## src/rtl/pkd_array_rx.sv

```systemverilog
// rtl/pkd_array_rx.sv - serial-to-packed-array receiver, MSB first, valid/ready word output.
// Optional even-parity trailer bit enabled by defining PKD_RX_PARITY_EN.
module pkd_array_rx #(
  parameter  int D0   = 5,
  parameter  int D1   = 4,
  parameter  int D2   = 3,
  localparam int WORD = D0 * D1 * D2
) (
  input  logic            clk,
  input  logic            rst_n,
  input  logic            sin_valid,
  input  logic            sin_data,
  input  logic            sin_last,
  output logic            sin_ready,
  output logic [WORD-1:0] arr_out,
  output logic            out_valid,
  input  logic            out_ready,
  output logic            frame_err,
  output logic            par_err,
  output logic [7:0]      frm_cnt
);

  localparam int CW = $clog2(WORD + 2);
  localparam logic [CW-1:0] LAST_IDX = CW'(WORD - 1);

  typedef enum logic [1:0] {IDLE, SHIFT, HOLD, DRAIN} state_t;

  state_t        state, state_n;
  logic [CW-1:0] cnt, cnt_n;
  logic          accept, shift_en, fe_n, pe_n, deliver;

  assign sin_ready = (state != HOLD);
  assign out_valid = (state == HOLD);
  assign accept    = sin_valid && sin_ready;

  always_comb begin
    state_n  = state;
    cnt_n    = cnt;
    shift_en = 1'b0;
    fe_n     = 1'b0;
    pe_n     = 1'b0;
    deliver  = 1'b0;
    case (state)
      IDLE: begin
        if (accept) begin
          shift_en = 1'b1;
          if (sin_last) begin
            fe_n = 1'b1;
          end else begin
            state_n = SHIFT;
            cnt_n   = CW'(1);
          end
        end
      end
      SHIFT: begin
        if (accept) begin
          if (cnt < LAST_IDX) begin
            shift_en = 1'b1;
            if (sin_last) begin
              fe_n    = 1'b1;
              state_n = IDLE;
              cnt_n   = '0;
            end else begin
              cnt_n = cnt + 1'b1;
            end
`ifdef PKD_RX_PARITY_EN
          end else if (cnt == LAST_IDX) begin
            if (sin_last) begin
              fe_n    = 1'b1;
              state_n = IDLE;
              cnt_n   = '0;
            end else begin
              shift_en = 1'b1;
              cnt_n    = cnt + 1'b1;
            end
          end else begin
            // Parity bit: checked against the completed payload, never shifted in.
            cnt_n = '0;
            if (sin_last) begin
              if ((^arr_out) ^ sin_data) begin
                pe_n    = 1'b1;
                state_n = IDLE;
              end else begin
                state_n = HOLD;
              end
            end else begin
              fe_n    = 1'b1;
              state_n = DRAIN;
            end
          end
`else
          end else begin
            shift_en = 1'b1;
            cnt_n    = '0;
            if (sin_last) begin
              state_n = HOLD;
            end else begin
              fe_n    = 1'b1;
              state_n = DRAIN;
            end
          end
`endif
        end
      end
      DRAIN: begin
        if (accept && sin_last) begin
          state_n = IDLE;
          cnt_n   = '0;
        end
      end
      HOLD: begin
        if (out_ready) begin
          deliver = 1'b1;
          state_n = IDLE;
        end
      end
      default: begin
        state_n = IDLE;
        cnt_n   = '0;
      end
    endcase
  end

  always_ff @(posedge clk or negedge rst_n) begin
    if (!rst_n) begin
      state     <= IDLE;
      cnt       <= '0;
      arr_out   <= '0;
      frame_err <= 1'b0;
      par_err   <= 1'b0;
      frm_cnt   <= 8'd0;
    end else begin
      state     <= state_n;
      cnt       <= cnt_n;
      frame_err <= fe_n;
      par_err   <= pe_n;
      if (shift_en) arr_out <= {arr_out[WORD-2:0], sin_data};
      if (deliver)  frm_cnt <= frm_cnt + 8'd1;
    end
  end

endmodule

```

## config.mk

```make
export PLATFORM = sky130hd
export DESIGN_NAME = pkd_array_rx
export DESIGN_NICKNAME = d
export VERILOG_FILES = /design/src/rtl/pkd_array_rx.sv
export SDC_FILE = /design/constraint.sdc
export NUM_CORES = 1
export LEC_CHECK = 0
export ABC_AREA = 1
export CAP_MARGIN = 20
export CORE_UTILIZATION = 44
export DETAILED_ROUTE_END_ITERATION = 10
export GPL_ROUTABILITY_DRIVEN = 0
export PLACE_DENSITY = 0.75
export SLEW_MARGIN = 20
export SYNTH_ARGS = -nofsm -noshare
export SYNTH_HDL_FRONTEND = slang
export SYNTH_SLANG_ARGS = --single-unit
```

## constraint.sdc

```tcl
create_clock -name clk -period 1.4 [get_ports clk]
set_input_delay 0.21 -clock clk [delete_from_list [all_inputs] [get_ports clk]]
set_output_delay 0.21 -clock clk [all_outputs]
set_load 0.01 [all_outputs]
```

* After elaboration in Yosys (flattened, before gate mapping) *
Index checks and enable logic that the tools add are counted.
Widths: inputs -> output; s select.

storage, ports and cells
  output and inout bits = 72
  flip-flop bits (word level) = 77

operators by class
  add/sub/neg operators = 2
  magnitude comparators = 1
  eq/ne operators = 10
  reduce and logical (&&, ||, !) cells = 7
  muxes and demuxes = 26

operators by type and width
  cell                 count
  $mux 6               6
  $pmux 6 s3           1
  $mux 2               7
  $mux 1               10
  $ne 2x2->1 const B   5
  $add 8x1->8 const B  1
  $pmux 2 s4           1
  $add 6x1->6 const B  1
  $lt 6x6->1 const B   1
  $reduce_and 6->1     1
  $reduce_and 5->1     1
  $eq 2x2->1 const B   2
  $ne 3x3->1 const B   1
  $reduce_bool 3->1    1
  $eq 2x1->1 const B   1
  $logic_and 1x1->1    2
  $logic_not 2->1      1
  $ne 2x1->1 const B   1
  $pmux 1 s2           1
  $reduce_or 2->1      1

* Longest topological paths before layout *
  word-level depth = 5
  gate-level depth with buffers = 11
  depth with buffers taken out = 11

* Least setup slack after synthesis *
OpenSTA, ideal clock, no wires.

  path type = reg2reg
  from = register cnt[0]
  to = register state[1]
  arrival = 1.413 ns
  library setup time = 0.117 ns
  cell stages (with the launch flop) = 12
  slack = -0.130 ns
  required time = 1.283 ns
  cells stage by stage = dfrtp_1 > ha_1 > nor2_1 > nor2_2 > inv_1 > ha_1 > nand2_1 > nand2_1 > nand2_1 > nand2_1 > nand2_1 > nand2_1

on the way
  cells in the longest elaborated chain, start to end = 4
  elaborated cells between the ends (all ways) = 6
  classes of those cells = 1 x order compare; 1 x eq/ne; 3 x mux; 1 x reduce/logical

RTL lines
  element                   RTL line  RTL
  start: declaration        29        logic [CW-1:0] cnt, cnt_n;
  start signal: assignment  134       cnt <= cnt_n;
  $lt 6x6->1 *              57        if (cnt < LAST_IDX) begin
  $mux 2                    57
  $mux 2                    56        if (accept) begin
  $pmux 2 s4                43        case (state)
  end signal: assignment    133       state <= state_n;
  end: declaration          28        state_t state, state_n;

Every way passes the cells marked *; elsewhere a longest branch is shown, timed or not. The select of a mux whose other input is x is not followed.
A chain may end at the register's enable or synchronous reset.

* Final worst setup path *
  from = register cnt[1]
  to = register state[0]

The elaborated chain is that of the path after synthesis.

==> flow_summary.html <==
<table>
<tr><th>Metric</th><th>Value</th></tr>
<tr><th colspan="2">Routing</th></tr>
<tr><td>Detailed-router iteration count before antenna repair</td><td>4</td></tr>
<tr><td>DR WL/cell</td><td>12.1 um</td></tr>
<tr><td>Antenna violation net count after detailed routing</td><td>0</td></tr>
<tr><td>Routed via count divided by cell count</td><td>4.65</td></tr>
<tr><td>Routed via count</td><td>2,827</td></tr>
<tr><td>Final wirelength</td><td>7.38 mm</td></tr>
<tr><td>Iteration-0 DRC count of the detailed router</td><td>144</td></tr>
<tr><td>Post-detailed-route DRC marker count</td><td>0</td></tr>
<tr><th colspan="2">Timing</th></tr>
<tr><td>Clock tree skew after final layout</td><td>roughly 8.4 ps</td></tr>
<tr><td>Min Clock Period, post-route</td><td>1420 ps</td></tr>
<tr><td>Final slew viol count</td><td>0</td></tr>
<tr><td>Final setup fails</td><td>1</td></tr>
<tr><td>Max frequency</td><td>0.703 GHz</td></tr>
<tr><td>Final Hold Viols</td><td>0</td></tr>
<tr><td>Period Utilization, post-route</td><td>1.02</td></tr>
<tr><td>Setup WS post-layout</td><td>-22.9 ps</td></tr>
<tr><td>Setup repair after global routing missed its margin</td><td>yes</td></tr>
<tr><th colspan="2">GRT</th></tr>
<tr><td>Wire length of the first global-routing pass</td><td>11.7 mm</td></tr>
<tr><td>Via count of the first global-routing pass</td><td>~2,600</td></tr>
<tr><td>Overflow left after global routing</td><td>0</td></tr>
<tr><td>Total GRT Usage</td><td>0.198</td></tr>
<tr><td>Pin count of the biggest net entering global routing</td><td>49</td></tr>
<tr><td>Number of antenna violations at the first check in global routing</td><td>0</td></tr>
<tr><th colspan="2">Die</th></tr>
<tr><td>Die height</td><td>88.1 um</td></tr>
<tr><td>Area enclosed by the die boundary</td><td>0.00775 mm^2</td></tr>
<tr><td>Rows</td><td>31</td></tr>
<tr><td>Initial core utilization</td><td>0.452</td></tr>
<tr><td>Core region area</td><td>approximately 0.007 mm^2</td></tr>
<tr><td>IO Pins</td><td>78</td></tr>
<tr><td>Horizontal die dimension</td><td>roughly 88 um</td></tr>
<tr><th colspan="2">Run status</th></tr>
<tr><td>Violated checks</td><td>negative setup slack</td></tr>
<tr><td>Outcome</td><td>finished, violations left</td></tr>
<tr><th colspan="2">Run</th></tr>
<tr><td>Number of violations of the max-capacitance limit</td><td>0</td></tr>
<tr><th colspan="2">Logic synthesis</th></tr>
<tr><td>Synth top cells by count</td><td>sky130_fd_sc_hd__nand2_1 (221), sky130_fd_sc_hd__dfrtp_1 (77), sky130_fd_sc_hd__inv_1 (17), sky130_fd_sc_hd__nand3_1 (14), sky130_fd_sc_hd__buf_2 (12)</td></tr>
<tr><td>Count of different cell masters after synthesis</td><td>25</td></tr>
<tr><td>Fraction of post-synthesis cell area in the top cell type by area</td><td>0.591</td></tr>
<tr><td>Number of enable-type register cells in the synthesized netlist</td><td>0</td></tr>
<tr><td>Most frequently used cell type in the post-synthesis netlist</td><td>sky130_fd_sc_hd__nand2_1</td></tr>
<tr><td>Post-synthesis instance total</td><td>390</td></tr>
<tr><td>Cell taking the most area after synthesis</td><td>sky130_fd_sc_hd__dfrtp_1</td></tr>
<tr><td>Seq/Total Area, Yosys</td><td>0.591</td></tr>
<tr><td>Post-Syn Nets</td><td>400</td></tr>
<tr><td>Per-instance average area after synthesis</td><td>between 8 and 9 um^2</td></tr>
<tr><td>Flop and latch count out of synthesis</td><td>77</td></tr>
<tr><td>Proportion of synthesized flip-flops having asynchronous set or reset</td><td>1.00</td></tr>
<tr><td>Netlist area before placement</td><td>0.00326 mm^2</td></tr>
<tr><td>Total of warnings raised by yosys</td><td>0</td></tr>
<tr><td>Dominant register cell in the synthesized netlist</td><td>sky130_fd_sc_hd__dfrtp_1</td></tr>
<tr><td>Synth area leaders</td><td>sky130_fd_sc_hd__dfrtp_1 (59%), sky130_fd_sc_hd__nand2_1 (25%), sky130_fd_sc_hd__nand3_1 (2.2%)</td></tr>
<tr><th colspan="2">Layout</th></tr>
<tr><td>Combined flip-flop and latch cell area</td><td>0.00193 mm^2</td></tr>
<tr><td>Signed area change from the synthesized netlist to the final layout</td><td>41.1%</td></tr>
<tr><td>Fill count</td><td>629</td></tr>
<tr><td>Layout Nets</td><td>514</td></tr>
<tr><td>Multi-input combinational cell area</td><td>~0.0012 mm^2</td></tr>
<tr><td>Share of final-layout standard cells stronger than drive strength 1</td><td>0.155</td></tr>
<tr><td>Antenna fix cells</td><td>0</td></tr>
<tr><th colspan="2">Power and ir drop</th></tr>
<tr><td>IR Drop Worst-Case VDD</td><td>0.000576 V</td></tr>
<tr><td>Total chip power</td><td>between 5 and 6 mW</td></tr>
<tr><td>Cell leakage power</td><td>2.75 nW</td></tr>
<tr><td>Power density over the cells</td><td>1160 mW/mm^2</td></tr>
<tr><th colspan="2">Worst setup path</th></tr>
<tr><td>Cell chain of the critical path</td><td>ha_4 -&gt; nor2_4 -&gt; nor2_4 -&gt; buf_4 -&gt; ha_2 -&gt; nor2_1 -&gt; nor2_1 -&gt; nand3_1 -&gt; nand2_1</td></tr>
<tr><td>Cell with the biggest individual delay on the critical path</td><td>sky130_fd_sc_hd__dfrtp_1</td></tr>
<tr><td>Crit path buf inv count</td><td>1</td></tr>
<tr><td>WP data arrival</td><td>1670 ps</td></tr>
<tr><td>Critical path's top delay family</td><td>simple AND/OR/NAND/NOR gates</td></tr>
<tr><td>Startpoint class of the critical path</td><td>register</td></tr>
<tr><td>Critical path peak fanout</td><td>3</td></tr>
<tr><td>Critical path data required time</td><td>1640 ps</td></tr>
<tr><td>Critical Path Sink Type</td><td>register</td></tr>
<tr><td>Stage delay of the slowest cell on the critical path</td><td>420 ps</td></tr>
<tr><td>Critical path class</td><td>reg2reg</td></tr>
<tr><th colspan="2">Place</th></tr>
<tr><td>Hpwl dp</td><td>slightly below 5 mm</td></tr>
<tr><td>Pre-CTS worst setup slack</td><td>-103 ps</td></tr>
<tr><td>Total of buffers placed on input and output ports</td><td>76</td></tr>
<tr><th colspan="2">Clock network</th></tr>
<tr><td>Clk root buf</td><td>sky130_fd_sc_hd__clkbuf_8</td></tr>
<tr><td>CTS buffer count</td><td>9</td></tr>
<tr><td>CTS H-Tree Depth</td><td>3</td></tr>
<tr><td>TritonCTS clock tree</td><td>yes</td></tr>
<tr><td>Number of clock sinks seen by CTS</td><td>77</td></tr>
<tr><td>Number of buffers between clock root and the deepest sink</td><td>2</td></tr>
<tr><td>Clock-pin slew on the worst setup and hold paths</td><td>80 ps</td></tr>
<tr><td>Clock network latency to the later pin of the worst-skew pair</td><td>350 ps</td></tr>
<tr><th colspan="2">Worst hold path</th></tr>
<tr><td>Worst hold path type</td><td>in2async</td></tr>
</table>
-- power breakdown --
group          internal (mW)  switching (mW)  total, mW
logic                  0.500           0.581       1.08
registers               2.40           0.149       2.55
clock network          0.829           0.847       1.68
total                   3.73            1.58       5.31
-- layer usage --
metal / global-route usage / part of all wire
met5: 0 / 0
met4: 0.0924 / 0.017
met3: 0.0415 / 0.060
met2: 0.295 / 0.44
met1: 0.280 / 0.48
-- cell type report --
| cell class | count | area share |
|---|---|---|
| Sequential cell | 77 | 0.420 |
| Multi-Input combinational cell | 277 | 0.269 |
| Timing Repair Buffer | 116 | 0.221 |
| Clock buffer | 9 | 0.0270 |
| Tap cell | 99 | 0.0270 |
| Inverter | 23 | 0.0199 |
| Clock inverter | 7 | 0.0161 |
-- cells by family after synthesis --
family | synth area share
other | 0.00115
AND/OR/NAND/NOR | 0.315
flip-flops | 0.591
adder cells (fa/ha/maj) | 0.0154
XOR/XNOR | 0.0161
AO/OA/AOI/OAI | 0.0142
buffers and inverters | 0.0472
-- cells in the final DEF, fill, tap and decap left out, drive strengths merged --
| cell | synthesis | layout |
|---|---|---|
| clkdlybuf4s50 | 0 | 4 |
| ha | 4 | 4 |
| xnor2 | 3 | 3 |
| nor2 | 14 | 14 |
| nand3b | 1 | 1 |
| dlygate4sd2 | 0 | 69 |
| dlygate4sd3 | 0 | 1 |
| nor3 | 1 | 1 |
| clkdlybuf4s15 | 0 | 1 |
| nand3 | 15 | 15 |
| clkinv | 1 | 5 |
| bufinv | 0 | 1 |
| dfrtp | 77 | 77 |
| buf | 13 | 39 |
| clkinvlp | 0 | 1 |
| nand4 | 4 | 4 |
| o21ai | 4 | 4 |
| o211ai | 1 | 1 |
| conb | 1 | 1 |
| nand2 | 223 | 223 |
| inv | 22 | 23 |
| clkbuf | 0 | 11 |
| xor2 | 3 | 3 |
| a21oi | 3 | 3 |
-- worst paths after layout --
check / startpoint / to / slack (ps) / depth (start not counted)
max in group asynchronous: rst_n / frm_cnt[3]$_DFFE_PN0P_ / 480 / 3
worst max-delay path: cnt[1]$_DFFE_PN0P_ / state[0]$_DFFE_PN0P_ / -20 / 9
min in group clk: sin_data / arr_out[0]$_DFFE_PN0P_ / 390 / 3
worst max register to register: cnt[1]$_DFFE_PN0P_ / state[0]$_DFFE_PN0P_ / -20 / 9
worst min register to register: arr_out[17]$_DFFE_PN0P_ / arr_out[18]$_DFFE_PN0P_ / 490 / 2
worst min-delay path: rst_n / arr_out[9]$_DFFE_PN0P_ / 340 / 2
-- repair_timing --
| item | 4_1_cts | 5_1_grt |
|---|---|---|
| gates resized for setup | 81 | 9 |
| pin swaps | 8 | 4 |
| gates cloned | 0 | 1 |
| hold endpoints to repair | 27 | 0 |
| buffers inserted | 8 | 1 |
| setup endpoints to repair | 74 | 24 |
| hold buffers | 1 | 0 |
-- flip-flops by register name, indices dropped and copies added, names as in the netlist --
| signal | cells |
|---|---|
| state | 2 |
| frm_cnt | 8 |
| frame_err | 1 |
| cnt | 6 |
| arr_out | 60 |
-- per-stage QoR --
stage,setup TNS [ps],utilization,cells,hold slack (ps),cell area [um^2]
floorplan,-154,-,390,-85.6,3270
global placement,-756,0.599,581,164,4320
detailed placement,-1140,0.599,581,166,4320
CTS,-39.7,0.629,606,330,4540
global route,-638,0.637,608,359,4600
finish,-22.9,0.637,608,336,4600
(Power assumes the default switching activity.)
